<file path="src/rtl/multicycle_control_unit.sv">
// Main FSM and ALU decoder for the multicycle RISC-V core (lw, sw, R/I ALU ops, beq, jal).
// Define MCU_ILLEGAL_TRAP_EN to trap unsupported op/funct3 into a sticky HALT state.
module multicycle_control_unit #(
    parameter int ALUCTRL_W = 3
) (
    input  logic                 clk,
    input  logic                 reset,
    input  logic [6:0]           op,
    input  logic [2:0]           funct3,
    input  logic                 funct7b5,
    input  logic                 zero,
    output logic                 pcwrite,
    output logic                 adrsrc,
    output logic                 memwrite,
    output logic                 irwrite,
    output logic [1:0]           resultsrc,
    output logic [1:0]           alusrca,
    output logic [1:0]           alusrcb,
    output logic                 regwrite,
    output logic [1:0]           immsrc,
    output logic [ALUCTRL_W-1:0] alucontrol,
    output logic                 instr_done,
    output logic                 illegal
);

    typedef enum logic [3:0] {
        S_FETCH,
        S_DECODE,
        S_MEMADR,
        S_MEMREAD,
        S_MEMWB,
        S_MEMWRITE,
        S_EXECUTER,
        S_EXECUTEI,
        S_ALUWB,
        S_BEQ,
        S_JAL
`ifdef MCU_ILLEGAL_TRAP_EN
        , S_HALT
`endif
    } state_t;

    typedef enum logic [1:0] {
        ALUOP_ADD,
        ALUOP_SUB,
        ALUOP_FUNCT
    } aluop_t;

    localparam logic [6:0] OP_LW    = 7'b0000011;
    localparam logic [6:0] OP_SW    = 7'b0100011;
    localparam logic [6:0] OP_RTYPE = 7'b0110011;
    localparam logic [6:0] OP_ITYPE = 7'b0010011;
    localparam logic [6:0] OP_BEQ   = 7'b1100011;
    localparam logic [6:0] OP_JAL   = 7'b1101111;

    state_t state_q, state_d;
    aluop_t aluop;
    logic   branch;
    logic   pcupdate;
    logic   irwrite_s, memwrite_s, regwrite_s;
    logic   funct3_ok;

    assign funct3_ok = (funct3 == 3'b000) || (funct3 == 3'b110) || (funct3 == 3'b111);

    // NOTE: sequential state uses non-blocking assignments so every flop samples pre-edge values.
    always_ff @(posedge clk) begin
        if (reset) state_q <= S_FETCH;
        else       state_q <= state_d;
    end

    // NOTE: every signal gets a default before the case so no path can infer a latch.
    always_comb begin
        state_d    = S_FETCH;
        aluop      = ALUOP_ADD;
        branch     = 1'b0;
        pcupdate   = 1'b0;
        irwrite_s  = 1'b0;
        memwrite_s = 1'b0;
        regwrite_s = 1'b0;
        adrsrc     = 1'b0;
        resultsrc  = 2'b00;
        alusrca    = 2'b00;
        alusrcb    = 2'b00;
        instr_done = 1'b0;
        illegal    = 1'b0;
        case (state_q)
            S_FETCH: begin
                irwrite_s = 1'b1;
                alusrcb   = 2'b10;
                resultsrc = 2'b10;
                pcupdate  = 1'b1;
                state_d   = S_DECODE;
            end
            S_DECODE: begin
                alusrca = 2'b01;
                alusrcb = 2'b01;
                case (op)
                    OP_LW, OP_SW: state_d = S_MEMADR;
                    OP_RTYPE:     state_d = S_EXECUTER;
                    OP_ITYPE:     state_d = S_EXECUTEI;
                    OP_BEQ:       state_d = S_BEQ;
                    OP_JAL:       state_d = S_JAL;
                    default: begin
`ifdef MCU_ILLEGAL_TRAP_EN
                        state_d = S_HALT;
`else
                        state_d    = S_FETCH;
                        instr_done = 1'b1;
`endif
                    end
                endcase
            end
            S_MEMADR: begin
                alusrca = 2'b10;
                alusrcb = 2'b01;
                state_d = op[5] ? S_MEMWRITE : S_MEMREAD;
            end
            S_MEMREAD: begin
                adrsrc  = 1'b1;
                state_d = S_MEMWB;
            end
            S_MEMWB: begin
                resultsrc  = 2'b01;
                regwrite_s = 1'b1;
                instr_done = 1'b1;
                state_d    = S_FETCH;
            end
            S_MEMWRITE: begin
                adrsrc     = 1'b1;
                memwrite_s = 1'b1;
                instr_done = 1'b1;
                state_d    = S_FETCH;
            end
            S_EXECUTER, S_EXECUTEI: begin
                alusrca = 2'b10;
                alusrcb = (state_q == S_EXECUTEI) ? 2'b01 : 2'b00;
                aluop   = ALUOP_FUNCT;
`ifdef MCU_ILLEGAL_TRAP_EN
                state_d = funct3_ok ? S_ALUWB : S_HALT;
`else
                state_d = S_ALUWB;
`endif
            end
            S_ALUWB: begin
                regwrite_s = 1'b1;
                instr_done = 1'b1;
                state_d    = S_FETCH;
            end
            S_BEQ: begin
                alusrca    = 2'b10;
                aluop      = ALUOP_SUB;
                branch     = 1'b1;
                instr_done = 1'b1;
                state_d    = S_FETCH;
            end
            S_JAL: begin
                alusrca  = 2'b01;
                alusrcb  = 2'b10;
                pcupdate = 1'b1;
                state_d  = S_ALUWB;
            end
`ifdef MCU_ILLEGAL_TRAP_EN
            S_HALT: begin
                illegal = 1'b1;
                state_d = S_HALT;
            end
`endif
            default: state_d = S_FETCH;
        endcase
    end

    // Enables are masked combinationally so nothing commits during the reset cycle.
    assign pcwrite  = ~reset & ((branch & zero) | pcupdate);
    assign irwrite  = ~reset & irwrite_s;
    assign memwrite = ~reset & memwrite_s;
    assign regwrite = ~reset & regwrite_s;

    always_comb begin
        case (op)
            OP_SW:   immsrc = 2'b01;
            OP_BEQ:  immsrc = 2'b10;
            OP_JAL:  immsrc = 2'b11;
            default: immsrc = 2'b00;
        endcase
    end

    always_comb begin
        alucontrol = '0;
        case (aluop)
            ALUOP_SUB: alucontrol = ALUCTRL_W'(3'b001);
            ALUOP_FUNCT: begin
                case (funct3)
                    3'b000:  alucontrol = (op[5] & funct7b5) ? ALUCTRL_W'(3'b001) : ALUCTRL_W'(3'b000);
                    3'b110:  alucontrol = ALUCTRL_W'(3'b011);
                    3'b111:  alucontrol = ALUCTRL_W'(3'b010);
                    default: alucontrol = ALUCTRL_W'(3'b000);
                endcase
            end
            default: alucontrol = ALUCTRL_W'(3'b000);
        endcase
    end

    // Referenced so the trap-disabled build has no unused-signal warning.
    logic unused_ok;
    assign unused_ok = funct3_ok;

endmodule

</file>
<file path="config.mk">
export PLATFORM = sky130hd
export DESIGN_NAME = multicycle_control_unit
export DESIGN_NICKNAME = d
export VERILOG_FILES = /design/src/rtl/multicycle_control_unit.sv
export SDC_FILE = /design/constraint.sdc
export NUM_CORES = 1
export LEC_CHECK = 0
export ABC_AREA = 1
export CAP_MARGIN = 40
export CORE_AREA = 2 2 41 43
export CTS_CLUSTER_DIAMETER = 150
export DETAILED_ROUTE_END_ITERATION = 6
export DIE_AREA = 0 0 43 45
export GPL_TIMING_DRIVEN = 0
export PLACE_DENSITY = 0.8
export SLEW_MARGIN = 20
export SYNTH_ARGS = -nofsm -noshare
export SYNTH_HDL_FRONTEND = slang
export SYNTH_SLANG_ARGS = --single-unit
</file>
<file path="constraint.sdc">
create_clock -name clk -period 2.3 [get_ports clk]
set_input_delay 0.575 -clock clk [delete_from_list [all_inputs] [get_ports clk]]
set_output_delay 0.575 -clock clk [all_outputs]
set_load 0.005 [all_outputs]
</file>
### Word level (Yosys, flattened, before mapping)

Index checks and enable logic that the tools add are counted.

| word-level totals | value |
|---|---|
| register bits after elaboration | 4 |
| word-level logic and storage cells | 62 |

| cells by class | value |
|---|---|
| equality and inequality tests | 20 |
| muxes and demuxes | 20 |
| bitwise operators | 8 |
| reduce and logical (&&, ||, !) cells | 13 |

Operator list:

| operator | number |
|---|---|
| 4-bit case mux with 5 select lines | 2 |
| 2-bit case mux with 3 select lines | 3 |
| 4-bit by 3-bit equality test with 1-bit output (second input constant) | 4 |
| 2-bit case mux with 2 select lines | 4 |
| 7-bit by 6-bit equality test with 1-bit output (second input constant) | 2 |
| 7-bit equality test (second input constant) | 2 |
| 2-bit OR reduction | 7 |
| 4-bit equality test (second input constant) | 3 |
| 1-bit two-way mux | 9 |
| 4-bit by 2-bit equality test with 1-bit output (second input constant) | 2 |
| 4-bit OR reduction | 2 |
| 7-bit by 2-bit equality test with 1-bit output (second input constant) | 1 |
| 7-bit by 5-bit equality test with 1-bit output (second input constant) | 1 |
| 1-bit bitwise AND | 6 |
| 3-bit equality test (second input constant) | 2 |
| 6-bit OR reduction | 1 |
| 4-bit by 1-bit equality test with 1-bit output (second input constant) | 1 |
| 4-bit zero test | 1 |
| 3-bit zero test | 1 |
| 3-bit two-way mux | 1 |
| 3-bit OR reduction | 1 |
| 2-bit by 1-bit equality test with 1-bit output (second input constant) | 1 |
| 2-bit equality test (second input constant) | 1 |
| 1-bit case mux with 2 select lines | 1 |
| other kinds (2) | 2 |

### Depth between registers and ports, before layout

Gate-level depths: netlist (run 1).

| depth | value |
|---|---|
| depth in word-level cells | 5 |
| depth in mapped cells | 8 |

### Worst setup path before layout (run 1)

No wires, ideal clock.

| timing | value |
|---|---|
| path kind | register to output |
| start | register state_q[0] |
| end | output alucontrol[0] |
| arrival | 1.237 ns |
| data required time | 1.725 ns |
| path slack | 0.488 ns |
| cell stages (with the launch flop) | 8 |
| path buffers | 0 |
| cells stage by stage | dfxtp_1 > inv_2 > nor2_4 > inv_1 > nor2_4 > inv_1 > ha_1 > a21oi_1 |

| on the way | value |
|---|---|
| word-level cells in the longest chain between the ends | 5 |
| elaborated cells on any way between the ends | 8 |
| classes of those cells | eq/ne: 5; mux: 2; reduce/logical: 1 |

RTL lines:

| what | line | source |
|---|---|---|
| from (decl) | 56 | `state_t state_q, state_d;` |
| from (signal assigned) | 68 | `else state_q <= state_d;` |
| 4-bit by 3-bit equality test with 1-bit output | 86 | `case (state_q)` |
| 2-bit OR reduction | -- |  |
| 2-bit case mux with 2 select lines (*) | 86 |  |
| 2-bit equality test or 2-bit by 1-bit equality test with 1-bit output (tied branches) | 189 | `case (aluop)` |
| 2-bit case mux with 2 select lines (*) | 189 |  |
| to (decl) | 21 | `output logic [ALUCTRL_W-1:0] alucontrol,` |

Every way passes the cells marked *; elsewhere a longest branch is shown, timed or not.

### Final worst setup path (run 1)

| timing | value |
|---|---|
| start | register state_q[0] |
| end | output alucontrol[1] |

Same word-level chain as after synthesis.

==> impl_metrics.py, run 1 <==
metrics = {
    "status": {
        "status": "complete, no violations",
    },
    "critical_path": {
        "cp.depth": 8,
        "crit_chain": "inv_2 -> nor2_4 -> inv_1 -> nor2_4 -> inv_2 -> ha_2 -> and3_1 -> dlygate4sd2_1",
        "crit_type": "flip-flop to output pin",
        "crit_path_end_kind": "output pin",
        "cp_num_buf_inv": 4,
        "reg2reg_slack_ns": 1.18,
        "critPathLaunchType": "flip-flop",
        "required_ns": 1.73,
        "slowest_stage": "dfxtp_4",
        "r2r_start": "state_q[0]",
        "r2r_cells": 7,
        "worstPathArrival_ns": 1.65,
        "rr_endpoint": "state_q[3]",
        "cpPeakStageDelay_ns": 0.36,
        "path_delay_family": "buffers and inverters",
        "critPathMaxFanout": 6,
    },
    "timing": {
        "fin_crit_ns": 2.22,
        "final-max-slew-violation-count": 0,
        "finalSetupViolations": 0,
        "fmax_mhz": 450,
        "hold_viol_final": 0,
        "final.period_utilization_pct": 96.6,
        "fin_skew_ns": 0.00870,
    },
    "routing": {
        "wl_mm": 1.54,
        "met1_length_um": 584,
        "dr.pass1.iters": 4,
        "vias": 725,
        "wire_per_inst_um": 10.3,
        "wl_met3_um": 80,
        "met2_length_um": 838,
        "viasPerCell": 4.87,
        "drc_errors": 0,
        "drt_first_iter_violations": 8,
        "antenna_left": 0,
        "topRoutingLayerUsed": "met4",
    },
    "yosys": {
        "synth_area_um2": 571,
        "ys_seq_area_share_pct": 14.0,
        "muxShareOfSynthArea_pct": 0,
        "synth-seq-cells": 4,
        "synth_top_family_by_area": "simple AND/OR/NAND/NOR gates",
        "yosysWarnings": 0,
        "synth_fa_ha_area_share_pct": 4.39,
        "synthFlopType": "dfxtp_1",
        "synth_compound_area_share_pct": 14.9,
        "syn_inst": 96,
        "syn_avg_cell_area_um2": 5.94,
        "async_reset_ff_share_pct": 0,
        "synth_edf_count": 0,
        "synth_xor_area_share_pct": 0,
        "synthDistinctLibCells": 27,
        "synth-simple-area-share_pct": 50.2,
    },
    "layout": {
        "syn2layout_area_growth_pct": 68.6,
        "final_cell_mix": "inv_1, nand2_1, clkdlybuf4s50_1",
        "finalInstanceArea_um2": 962,
        "layout_commonest_cell": "inv_1",
        "diodes": 0,
        "drive_above_1_share_pct": 34.6,
        "top_regs": "state_q (4)",
        "nNetsFinal": 151,
        "largest_reg_flops": 4,
        "largest-register": "state_q",
    },
    "cts": {
        "cts-root-buf": "clkbuf_4",
        "cts_tree": "yes",
        "path_clk_slew_ns": 0.04,
        "cts_max_level": 1,
        "clk_latency_ns": 0.24,
        "clock-sinks": 4,
        "holdBufCountCts": 0,
        "cts-buffers-inserted": 3,
        "ctsLongestPathBuffers": 2,
    },
    "global_routing": {
        "grt_pass1_wl_mm": 2.55,
        "antenna_found_initial": 0,
        "grt_max_degree": 9,
        "grtUsageTotal_pct": 17.0,
        "grt_pass1_vias": 649,
        "grt_overflow": 0,
    },
    "job": {
        "cap_viol_max_count": 0,
    },
    "worst_hold_path": {
        "worstHoldPathCells": 3,
        "worstHoldEndpoint": "state_q[0]",
        "hold_path_startpoint": "state_q[3]",
        "hold_class": "flip-flop to flip-flop",
    },
    "place": {
        "portBuffers": 28,
        "gp_congestion": 0.818,
        "dpl_cell_area_um2": 875,
        "dpl.hpwl_mm": 1.16,
    },
    "floorplanning": {
        "core_area_um2": 1470,
        "die_w_um": 43,
        "pin_count": 32,
        "die_h_um": 45,
        "start_util_pct": 38.8,
        "rows": 14,
        "dieArea_um2": 1940,
    },
    "power": {
        "power_mw": 0.256,
        "power_density_nw_per_um2": 266,
        "p_leak_nw": 0.495,
        "ir_worst_vdd_v": 0.000190,
    },
}
==> per-layer routing <==
metal  GRT usage (%)  vias up
li1                -      371
met1            19.5      323
met5               0        -
met4            5.45        0
met2            33.0       27
met3            1.60        4
==> through the flow <==
| step | setup WS, ns | setup TNS, ns | cells | hold slack, ns | util, % |
|---|---|---|---|---|---|
| 6_report | 0.0792 | 0 | 149 | 0.590 | 65.4 |
| 4_1_cts | -0.0708 | -0.0708 | 147 | 0.583 | 63.0 |
| 3_5_place_dp | -0.427 | -1.54 | 141 | 0.626 | 59.4 |
| 2_1_floorplan | 0.488 | 0 | 97 | 0.588 | - |
| 3_3_place_gp | -0.414 | -1.47 | 141 | 0.622 | 59.4 |
| 5_1_grt | -0.00181 | -0.00181 | 149 | 0.610 | 65.4 |
==> worst max-delay path by stage <==
stage / end / startpoint / slack [ns]
2_1_floorplan: alucontrol[0] / state_q[0] / 0.49
3_3_place_gp: instr_done / op[5] / -0.41
3_5_place_dp: instr_done / op[5] / -0.43
4_1_cts: instr_done / op[0] / -0.07
5_1_grt: alucontrol[1] / state_q[0] / -0.002
6_report: alucontrol[1] / state_q[0] / 0.08
==> area by class of cell <==
cell class | instances | area, um2
buffer | 3 | 18.8
tap | 16 | 20.0
timing repair buffer | 33 | 309
fill | 145 | 509
sequential | 4 | 90.1
inverter | 19 | 71.3
multi-input combinational | 71 | 430
clock buffer | 3 | 22.5
==> timing repair <==
action                                  in CTS  in global routing
buffers inserted                             3                  2
pin swaps                                    5                  7
endpoints found under the setup margin       6                  8
gates resized for setup                     22                 17
==> power breakdown <==
part	switching, mW	leakage, nW	internal [mW]	total [mW]
clock network	0.0296	0.0138	0.0584	0.0880
logic	0.0435	0.446	0.0516	0.0951
registers	0.00268	0.0349	0.0702	0.0729
total	0.0758	0.495	0.180	0.256
==> cells by family after synthesis <==
group	after synthesis
DFF	4
buffers and inverters	22
and+or+nand+nor	54
adders and majority gates	2
AOI/OAI and AO/OA	13
other	1
==> synth_stat cells (3+ instances only) <==
| master | n | share of area [%] |
|---|---|---|
| a21oi_2 | 3 | 4.6 |
| nor3_1 | 4 | 3.5 |
| nor2_1 | 12 | 7.9 |
| nand2_2 | 3 | 3.3 |
| inv_1 | 17 | 11 |
| dfxtp_1 | 4 | 14 |
| nand2_1 | 19 | 13 |
| nor2_2 | 3 | 3.3 |
| nor2_4 | 4 | 7.9 |
| o21ai_0 | 4 | 3.5 |
==> worst min-delay path: stages (launching register included) <==
cell and delay (ns):
dfxtp_4 0.36, nor2_4 0.05, nand2_1 0.08, a21oi_2 0.05
(Power assumes the default switching activity.)
==> run 2, diff against run 1 <==
--- a/config.mk
+++ b/config.mk
@@ -9,6 +9,7 @@
 export CAP_MARGIN = 40
 export CORE_AREA = 2 2 41 43
 export CTS_CLUSTER_DIAMETER = 150
+export CTS_CLUSTER_SIZE = 25
 export DETAILED_ROUTE_END_ITERATION = 6
 export DIE_AREA = 0 0 43 45
 export GPL_TIMING_DRIVEN = 0
==> results of run 2 <==
Final layout, timing and power as in run 1 (identical DEF).
